[src/rtl/fft_bin_streamer.sv]
// Frame buffer behind the 8-point FFT: bit-reverse reorder, one bin per beat,
// approximate magnitude alongside each bin.
module fft_bin_streamer #(
    parameter int DW     = 11,
    parameter int N      = 8,
    parameter int BITREV = 1,
    parameter int MW     = 12
) (
    input  logic                 clk,
    input  logic                 rst,
    input  logic                 frame_valid,
    output logic                 frame_ready,
    input  logic [N*DW-1:0]      bin_real_flat,
    input  logic [N*DW-1:0]      bin_imag_flat,
    output logic                 out_valid,
    input  logic                 out_ready,
    output logic [2:0]           out_index,
    output logic signed [DW-1:0] out_real,
    output logic signed [DW-1:0] out_imag,
    output logic [MW-1:0]        out_mag,
    output logic                 out_last,
    output logic [7:0]           frame_count
);

    typedef enum logic {IDLE, STREAM} state_t;

    state_t               state;
    logic signed [DW-1:0] buf_re [N];
    logic signed [DW-1:0] buf_im [N];
    logic                 xfer;
    logic                 accept;
    logic [2:0]           nxt;
    logic signed [DW-1:0] sel_re;
    logic signed [DW-1:0] sel_im;
    logic [MW-1:0]        sel_mag;

    function automatic logic [2:0] slot_pos(input logic [2:0] k);
        return (BITREV != 0) ? {k[0], k[1], k[2]} : k;
    endfunction

    // alpha-max-beta-min with alpha=1, beta=1/2; one extra bit keeps |-2^(DW-1)| exact
    function automatic logic [MW-1:0] mag_of(
        input logic signed [DW-1:0] re,
        input logic signed [DW-1:0] im
    );
        logic signed [DW:0] rs;
        logic signed [DW:0] is;
        logic [DW:0]        a;
        logic [DW:0]        b;
        logic [DW:0]        hi;
        logic [DW:0]        lo;
        rs = {re[DW-1], re};
        is = {im[DW-1], im};
        a  = rs[DW] ? -rs : rs;
        b  = is[DW] ? -is : is;
        hi = (a > b) ? a : b;
        lo = (a > b) ? b : a;
        return MW'(hi) + MW'(lo >> 1);
    endfunction

    assign xfer        = out_valid && out_ready;
    assign out_last    = out_valid && (out_index == 3'd7);
    assign frame_ready = (state == IDLE) || (xfer && out_last);
    assign accept      = frame_valid && frame_ready;
    assign nxt         = out_index + 3'd1;

    // Natural bin 0 always comes from input slot 0, so a fresh frame bypasses the buffer
    always_comb begin
        sel_re = buf_re[nxt];
        sel_im = buf_im[nxt];
        if (accept) begin
            sel_re = bin_real_flat[DW-1:0];
            sel_im = bin_imag_flat[DW-1:0];
        end
    end

    assign sel_mag = mag_of(sel_re, sel_im);

    always_ff @(posedge clk or posedge rst) begin
        if (rst) begin
            state       <= IDLE;
            out_valid   <= 1'b0;
            out_index   <= 3'd0;
            out_real    <= '0;
            out_imag    <= '0;
            out_mag     <= '0;
            frame_count <= 8'd0;
            for (int k = 0; k < N; k++) begin
                buf_re[k] <= '0;
                buf_im[k] <= '0;
            end
        end else begin
            if (xfer && out_last)
                frame_count <= frame_count + 8'd1;
            if (accept) begin
                for (int k = 0; k < N; k++) begin
                    buf_re[slot_pos(3'(k))] <= bin_real_flat[k*DW +: DW];
                    buf_im[slot_pos(3'(k))] <= bin_imag_flat[k*DW +: DW];
                end
                state     <= STREAM;
                out_valid <= 1'b1;
                out_index <= 3'd0;
                out_real  <= sel_re;
                out_imag  <= sel_im;
                out_mag   <= sel_mag;
            end else if (xfer) begin
                if (out_last) begin
                    state     <= IDLE;
                    out_valid <= 1'b0;
                    out_index <= 3'd0;
                end else begin
                    out_index <= nxt;
                    out_real  <= sel_re;
                    out_imag  <= sel_im;
                    out_mag   <= sel_mag;
                end
            end
        end
    end

endmodule

[config.mk]
export PLATFORM = sky130hd
export DESIGN_NAME = fft_bin_streamer
export DESIGN_NICKNAME = d
export VERILOG_FILES = /design/src/rtl/fft_bin_streamer.sv
export SDC_FILE = /design/constraint.sdc
export NUM_CORES = 1
export LEC_CHECK = 0
export CAP_MARGIN = 5
export CORE_ASPECT_RATIO = 1.1
export CORE_MARGIN = 5
export CORE_UTILIZATION = 52
export DETAILED_ROUTE_END_ITERATION = 8
export PLACE_DENSITY = 0.81
export SYNTH_ARGS = -nofsm -noshare
export SYNTH_HDL_FRONTEND = slang
export SYNTH_SLANG_ARGS = --single-unit
[constraint.sdc]
create_clock -name clk -period 9.76 [get_ports clk]
set_clock_uncertainty 0.2 [all_clocks]
set_input_delay 1.952 -clock clk [delete_from_list [all_inputs] [get_ports clk]]
set_output_delay 1.952 -clock clk [all_outputs]
set_load 0.03 [all_outputs]
# ---- Word level (Yosys, flattened, before mapping)
# Index checks and enable logic that the tools add are counted.
dict set report word_totals {
  register_bits 222
  inputBits 180
  output_inout_bits 48
}
dict set report op_classes {
  n_addsub 5
  n_lt_le_gt_ge 2
  n_eq_ne 2
  n_mux 27
  bitwise_logic 2
  n_reduce_logical 9
}
# op n
set ops {}
lappend ops {{11-bit two-way mux} 12}
lappend ops {{12-bit two-way mux} 7}
lappend ops {{11-bit binary-select mux with 3-bit select} 2}
lappend ops {{11-bit negator with 12-bit output} 2}
lappend ops {{12-bit by 11-bit adder with 12-bit output} 1}
lappend ops {{12-bit > comparator} 1}
lappend ops {{3-bit two-way mux} 3}
lappend ops {{8-bit by 1-bit adder with 8-bit output, second input constant} 1}
lappend ops {{4-bit >= comparator, second input constant} 1}
lappend ops {{1-bit logical AND} 4}
lappend ops {{3-bit inverter with 4-bit output} 1}
lappend ops {{2-bit AND reduction} 2}
lappend ops {{2-bit nonzero test} 2}
lappend ops {{3-bit by 1-bit adder with 3-bit output, second input constant} 1}
lappend ops {{3-bit == test, second input constant} 1}
lappend ops {{1-bit two-way mux} 3}
lappend ops {{2-bit by 1-bit != test with 1-bit output, second input constant} 1}
lappend ops {{1-bit logical OR} 1}
lappend ops {{1-bit inverter} 1}

# ---- Longest topological paths before layout
dict set report logic_depth {
  ltp_word 14
  ltp_mapped 29
  mapped_depth_nobuf 26
}

# ---- Worst setup path after synthesis
# OpenSTA, ideal clock, no wires.
dict set report synth_path {
  kind {in2reg}
  from {in out_ready}
  to {reg out_mag[10]}
  setup_time_ns 0.129
  arrival_time_ns 7.229
  t_required_ns 9.431
  slack_ns 2.202
  stages 26
  cell_sequence {a21bo_2 clkbuf_1 clkbuf_1 nand3_1 o21a_2 ha_1 nand3_1 o31ai_2 xnor2_1 inv_1 ha_1 nand4_1 a211oi_1 a2111oi_0 nor2_1 buf_1 mux2i_1 ha_1 fa_1 a21o_1 a21oi_1 o21bai_1 a21o_1 a2111oi_0 nor4_1 nand3b_1}
}
dict set report synth_between {
  elab_chain_cells 13
  word_cells_on_any_way 20
  classes_between {3 x add/sub; 1 x order compare; 1 x eq/ne; 9 x mux; 6 x reduce/logical}
}
# element line_no
set synth_rtl {}
lappend synth_rtl {{start: declaration} 16} ;# input logic out_ready,
lappend synth_rtl {{1-bit logical AND *} 61} ;# assign xfer = out_valid && out_ready;
lappend synth_rtl {{1-bit logical AND *} 63} ;# assign frame_ready = (state == IDLE) || (xfer && out_last);
lappend synth_rtl {{1-bit logical OR *} 63}
lappend synth_rtl {{via frame_ready} 12} ;# output logic frame_ready,
lappend synth_rtl {{1-bit logical AND *} 64} ;# assign accept = frame_valid && frame_ready;
lappend synth_rtl {{11-bit two-way mux} 71} ;# if (accept) begin
lappend synth_rtl {{11-bit negator with 12-bit output (on tied branches)} {54, 55}}
lappend synth_rtl {{12-bit two-way mux (on tied branches)} {54, 55}}
lappend synth_rtl {{12-bit > comparator} {56, 57}}
lappend synth_rtl {{12-bit two-way mux (on tied branches)} {56, 57}}
lappend synth_rtl {{12-bit by 11-bit adder with 12-bit output} 58} ;# return MW'(hi) + MW'(lo >> 1);
lappend synth_rtl {{12-bit two-way mux} 107} ;# if (out_last) begin
lappend synth_rtl {{12-bit two-way mux} 106} ;# end else if (xfer) begin
lappend synth_rtl {{12-bit two-way mux} 95} ;# if (accept) begin
lappend synth_rtl {{end signal: assignment} 105} ;# out_mag <= sel_mag;
lappend synth_rtl {{end signal: assignment} 115} ;# out_mag <= sel_mag;
lappend synth_rtl {{end: declaration} 20} ;# output logic [MW-1:0] out_mag,
# The timed path passes the listed nets; every way through them passes the cells marked *. The select of a mux whose other input is x is not followed.
# A chain may end at the register's enable or synchronous reset.

# ---- Worst setup path in the final report
dict set report layout_path {
  from {in out_ready}
  to {reg out_mag[10]}
}
dict set report layout_between {
  elab_chain_cells 13
  word_cells_on_any_way 20
  classes_between {3 x add/sub; 1 x order compare; 1 x eq/ne; 9 x mux; 6 x reduce/logical}
}
# element line_no
set layout_rtl {}
lappend layout_rtl {{1-bit logical AND *} 61}
lappend layout_rtl {{1-bit logical AND} 63}
lappend layout_rtl {{1-bit logical OR} 63}
lappend layout_rtl {{1-bit logical AND} 64}
lappend layout_rtl {{11-bit two-way mux} 71}
lappend layout_rtl {{11-bit negator with 12-bit output (on tied branches)} {54, 55}}
lappend layout_rtl {{12-bit two-way mux (on tied branches)} {54, 55}}
lappend layout_rtl {{12-bit > comparator} {56, 57}}
lappend layout_rtl {{12-bit two-way mux (on tied branches)} {56, 57}}
lappend layout_rtl {{12-bit by 11-bit adder with 12-bit output} 58}
lappend layout_rtl {{12-bit two-way mux} 107}
lappend layout_rtl {{12-bit two-way mux} 106}
lappend layout_rtl {{12-bit two-way mux} 95}
# Mark *: on every way between the ends. The rest lies on a longest branch, timed or not. The select of a mux whose other input is x is not followed.

==> qor.txt <==
Fin util = 68.0%
Drt drc = 0
Fin. max-slew vios = 0
Peak Freq = 117 MHz
Post-Route WL = 29.5 mm
Max-cap viol count = 0
Die span in y = 165 µm
GRT Util Overall = 23.8%
Count leader, synth = nand2_1
Top-area cell type share of the netlist area = 49.1%
Synth Instances = 1191
Post-route ant nets = 0
Hold Path End = buf_im[26]$_DFFE_PP0P_
Setup Crit Path Kind = in -> reg
Gp weighted congestion = 0.875
Yosys warns = 0
Row count = 56
Initial antenna violation count = 0
DRT Pass-1 Iters = 5
Hold crit path type = reg -> reg
Top post-synthesis cells by area = dfrtp_1 (49%), nand2_1 (18%), mux2i_1 (4.4%)
Worst slew pin tran = 1.01 ns
Cell area after synthesis = 0.0113 mm²
Die area = 0.0248 mm²
Clk slew on worst S/H paths = 0.06 ns
Initial core utilization = 52.9%
Global route overflow = 0
Initial DRC Count = 653
Number of hold buffers added after CTS = 0
Worst EP arrival = 8.69 ns
First-pass GRT wire length = 47.1 mm
IO Pins = 228
Worst skew pair latency = 0.51 ns
Async S/R FF share, synth = 100%
Crit Path Max Fanout = 36
Post-synthesis register bit count = 222
Vias in the first global route = 9159
Worst Reg2Reg Path Length in Cells = 26
DR WL/cell = 17.4 µm
Outcome = finished clean
Tmin final = 8.51 ns
Placed Instances = 1656
Cell Count, Final, Fillers Out = 1697
CTS buffer count = 23
CTS sink cnt = 222
CTS tree = done
Endpoint type of the worst setup path = flop
I/O Buffers = 227
Avg Inst Size Synth = 9.49 µm²
Post-synthesis cell type count = 58
Relative slew slack = 32.6%
Hold Vio Cnt, Final = 0
Area of the core = 0.0214 mm²
Final HPWL from detailed placement = 21.4 mm
WHS Path Cells = 2
Top cells by count, synth = nand2_1 (549), dfrtp_1 (222), mux2i_1 (50), clkbuf_1 (44), o21ai_0 (35)
Final net count = 1600
Synth-to-layout area growth = 28.5%
Main synth FF type = dfrtp_1
Setup violators final = 0
Post-CTS Setup Inserts = 0
Seq/Total Area, Yosys = 49.1%
Worst reg2reg path endpoint = out_mag[10]$_DFFE_PP0P_
Final Cycle Share = 87.2%
Die W = 151 µm
Reg2Reg Setup Slack = 2.17 ns
Unrepaired setup endpoints after global routing = false
Largest net degree at the start of global routing = 143
CTS max path bufs = 3
Post-synth EDFFs = 0
Critical Path RT = 9.94 ns
Fin Setup TNS = 0 ns
Hold path startpoint = buf_im[26]$_DFFE_PP0P_
Worst setup SP type = input pin
Via count = 9115
Reg2reg start = out_index[0]$_DFFE_PP0P_
Share of layout cells above drive strength 1 = 6.89%
Root Driver = clkbuf_16
Resized cells post-CTS = 0
# fillers = 1662
# H-tree levels = 1
Routed vias/inst = 5.37
Antenna fix cells = 0
Area leader, netlist = dfrtp_1
per-stage QoR:
| stage | setup slack (ns) | hold WS (ns) | cell area [µm²] |
|---|---|---|---|
| after detailed placement | 0.836 | 0.259 | 13800 |
| after global placement | 1.07 | 0.248 | 13800 |
| after floorplan | 1.53 | 0.237 | 11300 |
| final | 1.25 | 0.268 | 14500 |
| after global routing | 0.631 | 0.287 | 14500 |
| after CTS | 1.33 | 0.273 | 14500 |
area by class of cell:
class	count	area, µm²	area share (%)
Sequential cell	222	5560	38.3
Clock inverter	8	123	0.844
Inverter	17	71.3	0.491
Timing Repair Buffer	242	2380	16.4
Tap cell	290	363	2.50
Clock buffer	33	633	4.36
Multi-Input combinational cell	885	5390	37.1
logic make-up (layout without fill, tap and decap cells):
group                      Yosys count  in the layout  share of synthesized area, %
and+or+nand+nor                    623            623                          22.1
DFF                                222            222                          49.1
AOI/OAI and AO/OA                  106            106                          6.46
muxes                               95             95                          13.2
buffers and inverters               85            300                          3.44
adders and majority gates           29             29                          3.28
xor gates and xnor gates            29             29                          2.25
other                                2              3                        0.0664
state kept, by name, summed over array words and instances, names as in the netlist:
register and cells:
buf_im 88, state 1, out_imag 11, frame_count 8, buf_re 88, out_index 3
out_real 11, out_mag 12
how the worst max path moves through the flow:
stage                    from                 endpoint  slack, ns  depth (start not counted)
floorplan                 rst    buf_im[0]$_DFFE_PP0P_       1.53                          1
global placement    out_ready  out_mag[10]$_DFFE_PP0P_       1.07                         25
detailed placement  out_ready  out_mag[10]$_DFFE_PP0P_       0.84                         25
CTS                 out_ready  out_mag[10]$_DFFE_PP0P_       1.33                         25
global route        out_ready  out_mag[10]$_DFFE_PP0P_       0.63                         25
finish              out_ready  out_mag[10]$_DFFE_PP0P_       1.25                         25
worst max-delay path, stage by stage:
cell             delay (ns)
clkdlybuf4s50_1        0.51
a21bo_2                0.47
and2_4                 0.51
o21a_1                 0.38
ha_1                   0.23
inv_1                  0.04
a311oi_1               0.24
and4_1                 0.28
a31oi_1                0.10
xor2_1                 0.20
ha_1                   0.30
nand4_1                0.13
a211oi_1               0.24
a2111oi_0              0.11
nor2_2                 0.58
mux2i_1                0.19
ha_1                   0.26
fa_1                   0.40
a21o_1                 0.17
a21oi_1                0.23
o21bai_1               0.10
a21o_1                 0.21
a2111oi_0              0.54
nor4_1                 0.11
nand3b_1               0.18
layout by cell type, fill, tap and decap left out, types with 10 or more instances in the layout:
cell	count
ha_1	27
o21ai_0	35
buf_4	15
mux4_2	22
mux2i_1	50
nand2_1	548
clkdlybuf4s50_1	227
a21oi_1	14
dfrtp_1	221
nand3_1	14
xor2_1	12
mux4_1	16
xnor2_1	17
clkbuf_16	23
and3_1	10
inv_1	16
layer usage:
metal	share of wire [%]	routed length, µm	GRT usage [%]
met2	48	14000	39.2
met3	5.8	1720	3.35
met4	2.3	690	6.27
met1	44	13000	33.5
met5	0	0	0
Power is not shown: default switching activity piles up to over one toggle a cycle in this logic, so the estimate is an artifact.
